`src/rtl/muldiv_pkg.sv`:
```
// Shared types and helpers for the iterative RV32M multiply/divide unit.
package muldiv_pkg;

  localparam int XLEN_DEFAULT = 32;

  // funct3 encoding of the M-extension operations
  typedef enum logic [2:0] {
    OP_MUL    = 3'b000,
    OP_MULH   = 3'b001,
    OP_MULHSU = 3'b010,
    OP_MULHU  = 3'b011,
    OP_DIV    = 3'b100,
    OP_DIVU   = 3'b101,
    OP_REM    = 3'b110,
    OP_REMU   = 3'b111
  } muldiv_op_t;

  typedef enum logic [1:0] {
    IDLE = 2'd0,
    CALC = 2'd1,
    SIGN = 2'd2,
    DONE = 2'd3
  } muldiv_state_t;

  function automatic logic is_div(muldiv_op_t op);
    return op[2];
  endfunction

  function automatic logic is_rem(muldiv_op_t op);
    return (op == OP_REM) || (op == OP_REMU);
  endfunction

  function automatic logic is_signed_a(muldiv_op_t op);
    return (op == OP_MULH) || (op == OP_MULHSU) || (op == OP_DIV) || (op == OP_REM);
  endfunction

  function automatic logic is_signed_b(muldiv_op_t op);
    return (op == OP_MULH) || (op == OP_DIV) || (op == OP_REM);
  endfunction

endpackage

```
`src/rtl/muldiv_unit.sv`:
```
// Iterative RV32M multiply/divide sequencer: radix-2 shift-add multiply and
// restoring divide on magnitudes, one bit per cycle, with a final sign fixup.
// Divide-by-zero and signed overflow complete in one cycle.
// Optional feature macro MULDIV_FAST_MUL_EN: multiplies use a single-cycle
// '*' product at accept instead of the iterative loop.
module muldiv_unit
  import muldiv_pkg::*;
#(
  parameter int  XLEN  = XLEN_DEFAULT,
  localparam int CNT_W = $clog2(XLEN)
) (
  input  logic            clk,
  input  logic            rst_n,
  input  logic            in_valid,
  output logic            in_ready,
  input  muldiv_op_t      op,
  input  logic [XLEN-1:0] op_a,
  input  logic [XLEN-1:0] op_b,
  input  logic            flush,
  output logic            out_valid,
  input  logic            out_ready,
  output logic [XLEN-1:0] result,
  output logic            busy
);

  muldiv_state_t     state_q;
  muldiv_op_t        op_q;
  logic              neg_q;
  logic [CNT_W-1:0]  cnt_q;
  // mul: {product hi, multiplier/product lo}; div: {remainder, dividend/quotient}
  logic [2*XLEN-1:0] acc_q;
  // multiplicand magnitude or divisor magnitude
  logic [XLEN-1:0]   opd_q;
  logic [XLEN-1:0]   result_q;

  logic              sign_a, sign_b;
  logic [XLEN-1:0]   abs_a, abs_b;
  logic              fast_hit;
  logic [XLEN-1:0]   fast_res;
  logic [XLEN:0]     mul_sum;
  logic [XLEN:0]     div_shift;
  logic              div_ge;
  logic [XLEN-1:0]   div_rem;
  logic [2*XLEN-1:0] step_d;
  logic [2*XLEN-1:0] acc_neg;
  logic [XLEN-1:0]   rem_neg;
  logic [XLEN-1:0]   fix_res;

`ifdef MULDIV_FAST_MUL_EN
  logic signed [XLEN:0]     fm_a, fm_b;
  logic        [2*XLEN-1:0] full_prod;

  // Sign- or zero-extend by op type; the low 2*XLEN bits of the modular product are exact.
  assign fm_a      = {is_signed_a(op) & op_a[XLEN-1], op_a};
  assign fm_b      = {is_signed_b(op) & op_b[XLEN-1], op_b};
  assign full_prod = (2*XLEN)'(fm_a) * (2*XLEN)'(fm_b);
`endif

  // Operand decode at accept: magnitudes and the single-cycle special cases
  always_comb begin
    sign_a   = is_signed_a(op) && op_a[XLEN-1];
    sign_b   = is_signed_b(op) && op_b[XLEN-1];
    abs_a    = sign_a ? (~op_a + 1'b1) : op_a;
    abs_b    = sign_b ? (~op_b + 1'b1) : op_b;
    fast_hit = 1'b0;
    fast_res = '0;
    if (is_div(op)) begin
      if (op_b == '0) begin
        fast_hit = 1'b1;
        fast_res = is_rem(op) ? op_a : '1;
      end else if (is_signed_a(op) && (op_a == {1'b1, {(XLEN-1){1'b0}}}) && (op_b == '1)) begin
        fast_hit = 1'b1;
        fast_res = is_rem(op) ? '0 : op_a;
      end
    end
`ifdef MULDIV_FAST_MUL_EN
    else begin
      fast_hit = 1'b1;
      fast_res = (op == OP_MUL) ? full_prod[XLEN-1:0] : full_prod[2*XLEN-1:XLEN];
    end
`endif
  end

  // One iteration of the shared shift datapath plus the final sign fixup
  always_comb begin
    mul_sum   = {1'b0, acc_q[2*XLEN-1:XLEN]} + (acc_q[0] ? {1'b0, opd_q} : '0);
    div_shift = {acc_q[2*XLEN-1:XLEN], acc_q[XLEN-1]};
    div_ge    = div_shift >= {1'b0, opd_q};
    div_rem   = div_ge ? XLEN'(div_shift - {1'b0, opd_q}) : div_shift[XLEN-1:0];
    step_d    = is_div(op_q) ? {div_rem, acc_q[XLEN-2:0], div_ge}
                             : {mul_sum, acc_q[XLEN-1:1]};
    acc_neg   = ~acc_q + 1'b1;
    rem_neg   = ~acc_q[2*XLEN-1:XLEN] + 1'b1;
    case (op_q)
      OP_MUL:                      fix_res = neg_q ? acc_neg[XLEN-1:0] : acc_q[XLEN-1:0];
      OP_MULH, OP_MULHSU, OP_MULHU: fix_res = neg_q ? acc_neg[2*XLEN-1:XLEN] : acc_q[2*XLEN-1:XLEN];
      OP_DIV, OP_DIVU:             fix_res = neg_q ? acc_neg[XLEN-1:0] : acc_q[XLEN-1:0];
      default:                     fix_res = neg_q ? rem_neg : acc_q[2*XLEN-1:XLEN];
    endcase
  end

  // Sequencer: accept, iterate XLEN times, fix sign, hold result until taken
  always_ff @(posedge clk or negedge rst_n) begin
    if (!rst_n) begin
      state_q  <= IDLE;
      op_q     <= OP_MUL;
      neg_q    <= 1'b0;
      cnt_q    <= '0;
      acc_q    <= '0;
      opd_q    <= '0;
      result_q <= '0;
    end else if (flush) begin
      state_q <= IDLE;
    end else begin
      case (state_q)
        IDLE: begin
          if (in_valid) begin
            op_q  <= op;
            neg_q <= is_rem(op) ? sign_a : (sign_a ^ sign_b);
            cnt_q <= CNT_W'(XLEN - 1);
            if (fast_hit) begin
              result_q <= fast_res;
              state_q  <= DONE;
            end else begin
              acc_q   <= is_div(op) ? {{XLEN{1'b0}}, abs_a} : {{XLEN{1'b0}}, abs_b};
              opd_q   <= is_div(op) ? abs_b : abs_a;
              state_q <= CALC;
            end
          end
        end
        CALC: begin
          acc_q <= step_d;
          cnt_q <= cnt_q - 1'b1;
          if (cnt_q == '0) state_q <= SIGN;
        end
        SIGN: begin
          result_q <= fix_res;
          state_q  <= DONE;
        end
        default: begin
          if (out_ready) state_q <= IDLE;
        end
      endcase
    end
  end

  assign in_ready  = (state_q == IDLE);
  assign busy      = (state_q != IDLE);
  assign out_valid = (state_q == DONE);
  assign result    = result_q;

endmodule
```
`config.mk`:
```
export PLATFORM = sky130hd
export DESIGN_NAME = muldiv_unit
export DESIGN_NICKNAME = d
export VERILOG_FILES = /design/src/rtl/muldiv_pkg.sv /design/src/rtl/muldiv_unit.sv
export SDC_FILE = /design/constraint.sdc
export NUM_CORES = 1
export LEC_CHECK = 0
export ABC_AREA = 1
export CAP_MARGIN = 10
export CORE_MARGIN = 2
export CORE_UTILIZATION = 35
export CTS_CLUSTER_SIZE = 14
export DETAILED_ROUTE_END_ITERATION = 10
export GPL_ROUTABILITY_DRIVEN = 0
export SLEW_MARGIN = 20
export SYNTH_ARGS = -nofsm -noshare
export SYNTH_HDL_FRONTEND = slang
export SYNTH_SLANG_ARGS = --single-unit
```
`constraint.sdc`:
```
create_clock -name clk -period 2.6 [get_ports clk]
set_input_delay 0.52 -clock clk [delete_from_list [all_inputs] [get_ports clk]]
set_output_delay 0.52 -clock clk [all_outputs]
set_load 0.02 [all_outputs]
```
* Yosys cells after proc, flatten, opt, wreduce, memory -nomap -nowiden
Cells that the tools add are included.
Cells by class: add/sub/neg operators 7, reduce and logical (&&, ||, !) cells 26, magnitude comparators 1, muxes and demuxes 34, eq/ne operators 20, bitwise gates (word level) 7
Operators by type and width (number):
- 32-bit two-way mux | 16
- 64-bit two-way mux | 3
- 32-bit case mux with 2 select lines | 2
- 64-bit case mux with 2 select lines | 1
- 32-bit by 1-bit adder with 32-bit output (second input constant) | 3
- 32-bit NOT | 3
- 64-bit by 1-bit adder with 64-bit output (second input constant) | 1
- 32-bit equality test (second input constant) | 2
- 64-bit NOT | 1
- 32-bit by 32-bit adder with 33-bit output | 1
- 33-bit by 32-bit >= comparator with 1-bit output | 1
- 32-bit zero test | 1
- 32-bit subtractor | 1
- 3-bit equality test (second input constant) | 5
- 4-bit AND reduction | 3
- 2-bit two-way mux | 5
- 5-bit case mux with 2 select lines | 1
- 3-bit by 2-bit equality test with 1-bit output (second input constant) | 3
- 3-bit AND reduction | 3
- 3-bit by 1-bit equality test with 1-bit output (second input constant) | 2
- 1-bit logical OR | 6
- 2-bit case mux with 3 select lines | 1
- 2-bit nonzero test | 3
- 3-bit OR reduction | 2
- other kinds (16) | 25
Word-level totals: input port bits 72, logic and storage cells 102, flip-flop bits (word level) 139, output and inout port bits 35

* Longest topological paths before layout
depth after elaboration 13, gate-level depth with buffers 20, gate-level depth less buffers 18

* Worst setup path before layout
No wires, ideal clock.
path type register to register, start point register acc_q[0], end point register acc_q[61], path slack -0.053 ns, required time 2.483 ns, arrival 2.536 ns, library setup time 0.117 ns, path buffers 2, stages on the path, launching flop included 20, clock period less this slack 2.653 ns, path through dfrtp_1 > buf_2 > buf_1 > nand2_1 > inv_1 > ha_1 > inv_1 > fa_1 > inv_1 > nand2_1 > o21ai_0 > nand2_1 > nand2_1 > nand2_1 > nand2_1 > nand3b_1 > nand3_1 > nand3_1 > nand3_1 > nand2_1
On the way: word-level cells in the longest chain between the ends 4
Ends and longest elaborated chain:
- start: declaration | line muldiv_unit.sv:31 | logic [2*XLEN-1:0] acc_q;
- start signal: assignment | line muldiv_unit.sv:125 | acc_q <= is_div(op) ? {{XLEN{1'b0}}, abs_a} : {{XLEN{1'b0}}, abs_b};
- start signal: assignment | line muldiv_unit.sv:132 | acc_q <= step_d;
- 32-bit two-way mux | line muldiv_unit.sv:86 | mul_sum = {1'b0, acc_q[2*XLEN-1:XLEN]} + (acc_q[0] ? {1'b0, opd_q} : '0);
- 32-bit by 32-bit adder with 33-bit output | line muldiv_unit.sv:86
- 64-bit two-way mux | line muldiv_unit.sv:90 | step_d = is_div(op_q) ? {div_rem, acc_q[XLEN-2:0], div_ge}
- 64-bit case mux with 2 select lines | line muldiv_unit.sv:115 | case (state_q)
Every way passes these cells. A chain may end at the register's enable or synchronous reset.

* Final worst setup path
start point register acc_q[0], end point register acc_q[50]
The elaborated chain is that of the path after synthesis.

==> results.txt <==
Status -> completed
Ports -> 107
Core Util, Final -> 0.481
Flops & latches, synth -> 139
Wirelength per Cell -> 19.3 µm
Remaining antenna violation count after routing -> 0
CP required -> 2.94 ns
Htree depth -> 4
Num rows -> 84
Dpl ws -> -0.424 ns
Worst setup margin -> 0.0266 ns
Hold crit path type -> in2async
Die Y-Extent -> 235 µm
Crit path launch type -> flip-flop
Max Freq -> 389 MHz
CTS tree -> yes
Max Cap Viol -> 0
Worst VDD drop -> 0.795 mV
Clock skew -> 0.0262 ns
Total track usage -> 0.309
Grt ovf -> 0
Critical path type -> reg2reg
Post-synth ARST share -> 1.00
Layout area overhead -> 35.8%
EDFF count, synth -> 0
Flop pwr share -> 0.131
PwrDens -> 1280 nW/µm²
R2R depth -> 14
Reg clk slew, reported paths -> 0.07 ns
Setup violators final -> 0
Main synth FF type -> dfrtp_1
Worst-Margin Slew -> 0.765 ns
PortBufs -> 106
Synth warn -> 0
Net Sw Frac -> 0.579
HPWL Detailed -> 72.9 mm
CP endpoint kind -> flip-flop
Clock Path Buffers -> 2
CTS buffer count -> 17
Later-pin clock latency in the skew report -> 0.47 ns
Syn Inst Count -> 3451
Min Tclk post-route -> 2.57 ns
Via/cell ratio -> 5.40
TNS Setup -> 0 ns
Antenna violations before repair -> 2
Average size of a mapped cell -> 5.40 µm²
Share of cells above drive strength 1 -> 0.193
Placed inst area -> 23600 µm²
Data arrival, critical path -> 2.92 ns
Endpoints failing hold -> 0
Total number of vias -> 25046
Diodes inserted -> 0
Slew Viols, Final -> 0
Die W -> 235 µm
Design area -> 25300 µm²
Routed wire length -> 89.3 mm
RSZ-0062 raised after global routing -> yes
Final nets -> 4084
Initial Util -> 0.355
# DRC -> 0
FILL cells -> 5577
Combinational share of power -> 0.788
CP max FO -> 12
Number of global-route vias before repair -> 22700
P_int -> 0.0136 W
Hold buffer count at CTS -> 0
Post-synthesis sequential area ratio -> 0.187
Clock power frac -> 0.080
Core area -> 52600 µm²
Die area -> 55100 µm²
Root Driver -> clkbuf_16
Iteration-0 DRC Markers -> 3370
First-pass GRT wire length -> 132 mm
NetSw -> 0.0188 W
Largest net degree at the start of global routing -> 73
Leak Pwr -> 12.8 nW
Clk sink count -> 139
Syn nets -> 3600
Synth cell types -> 48
Rel. slew slack -> 0.490
Synthesized area -> 18600 µm²
Final Cycle Share -> 0.990
DR pass1 iterations -> 6
[metrics by stage]
step	std cells	total power (W)	hold WS (ns)
final	4636	0.0324	0.0189
after global routing	4636	0.0344	0.0595
after CTS	4618	0.0297	0.0316
after detailed placement	4582	0.0269	0.471
after global placement	4582	0.0268	0.465
after floorplan	3451	0.0173	0.224
[cells in the mapped netlist (17+ instances only)]
library cell	count	area share
buf_2	33	0.0089
inv_1	403	0.081
nor2_1	424	0.085
dfrtp_1	139	0.19
nor3_1	27	0.0073
o2111ai_1	17	0.0080
nand3b_1	22	0.0089
xor2_1	20	0.0094
clkbuf_1	48	0.0097
ha_1	75	0.050
nand4_1	55	0.018
o21ai_0	194	0.052
nand3_1	433	0.12
a21oi_1	158	0.042
o21ai_1	51	0.014
nand2_1	1194	0.24
buf_1	18	0.0036
[repair_timing]
action,CTS,global route
pin swaps,1,33
setup buffers,4,16
endpoints found under the setup margin,27,92
gates resized for setup,15,231
gates cloned,0,2
[worst max-delay path, cell delays in order, from the launching register on]
cell	delay, ns
dfrtp_1	0.41
buf_4	0.17
buf_12	0.14
nand2_1	0.08
inv_1	0.10
ha_4	0.25
a21oi_1	0.25
o21ai_0	0.18
a21oi_1	0.24
buf_4	0.16
nand3_1	0.07
nand2_1	0.06
nand3_1	0.15
nand3_1	0.15
nand2_1	0.05
[layer usage]
| layer | share of wire | track usage | wire [µm] |
|---|---|---|---|
| met2 | 0.43 | 0.479 | 38200 |
| met4 | 0.069 | 0.183 | 6180 |
| met1 | 0.40 | 0.398 | 35400 |
| met3 | 0.11 | 0.0594 | 9490 |
| met5 | 0.00013 | 0 | 12 |
[power by group through the flow]
stage | Sequential [W] | Clock, W | Combinational [W]
6_report | 0.00426 | 0.00260 | 0.0256
2_1_floorplan | 0.00421 | 0 | 0.0130
3_3_place_gp | 0.00418 | 0 | 0.0226
3_5_place_dp | 0.00419 | 0 | 0.0227
5_1_grt | 0.00432 | 0.00268 | 0.0274
4_1_cts | 0.00416 | 0.00260 | 0.0229
[area by class of cell]
class	instances	area (µm²)	share of cell area
clock buffers	17	425	0.0168
well taps	688	861	0.0340
multi-input cells	2781	13900	0.550
clock inverters	15	178	0.00702
inverters	417	1590	0.0628
flip-flops and latches	139	3480	0.138
repair buffers	579	4840	0.191
[cells by family after synthesis]
family / Yosys count / synth area share
AOI/OAI and AO/OA: 462 / 0.133
DFF: 139 / 0.187
adders and majority gates: 77 / 0.0525
xor gates and xnor gates: 34 / 0.0160
buffers and inverters: 533 / 0.115
and+or+nand+nor: 2206 / 0.497
[registers in the layout (all words and copies together) (netlist names)]
name,cells
acc_q,64
neg_q,1
result,32
cnt_q,5
state_q,2
opd_q,32
op_q,3
[placed cells by master, fill, tap and decap left out, types with 6 or more instances in the layout]
master	synthesis	final
nand2_1	1194	1155
buf_4	10	449
nand3_1	433	415
nor2_1	424	392
inv_1	403	376
o21ai_0	194	177
dfrtp_1	139	136
a21oi_1	158	135
clkdlybuf4s50_1	0	104
o21ai_1	51	66
nand4_1	55	55
nand2_2	9	41
nor2_2	15	39
ha_1	75	38
inv_2	13	37
ha_4	0	26
a21oi_2	0	24
nand3b_1	22	22
xor2_1	20	20
nand3_2	2	20
nor3_1	27	20
o2111ai_1	17	17
clkbuf_16	0	17
buf_12	0	14
nor2_4	5	13
xnor2_1	14	12
ha_2	0	11
nand2_4	3	9
o22ai_1	9	9
a21o_1	9	9
buf_6	7	8
o21bai_1	7	7
nor3_2	0	7
or2_2	6	6
[worst paths after layout]
kind                                        start                      to  slack (ns)
max reg2reg                  acc_q[0]$_DFFE_PN0P_   acc_q[50]$_DFFE_PN0P_        0.03
max in group asynchronous                   rst_n   acc_q[58]$_DFFE_PN0P_        1.94
min reg2reg                result[10]$_DFFE_PN0P_  result[10]$_DFFE_PN0P_        0.48
max                          acc_q[0]$_DFFE_PN0P_   acc_q[50]$_DFFE_PN0P_        0.03
min                                         rst_n    cnt_q[3]$_DFFE_PN0P_        0.02
min in group clk           result[10]$_DFFE_PN0P_  result[10]$_DFFE_PN0P_        0.48
Note: power is estimated with default switching activity, not from simulation.
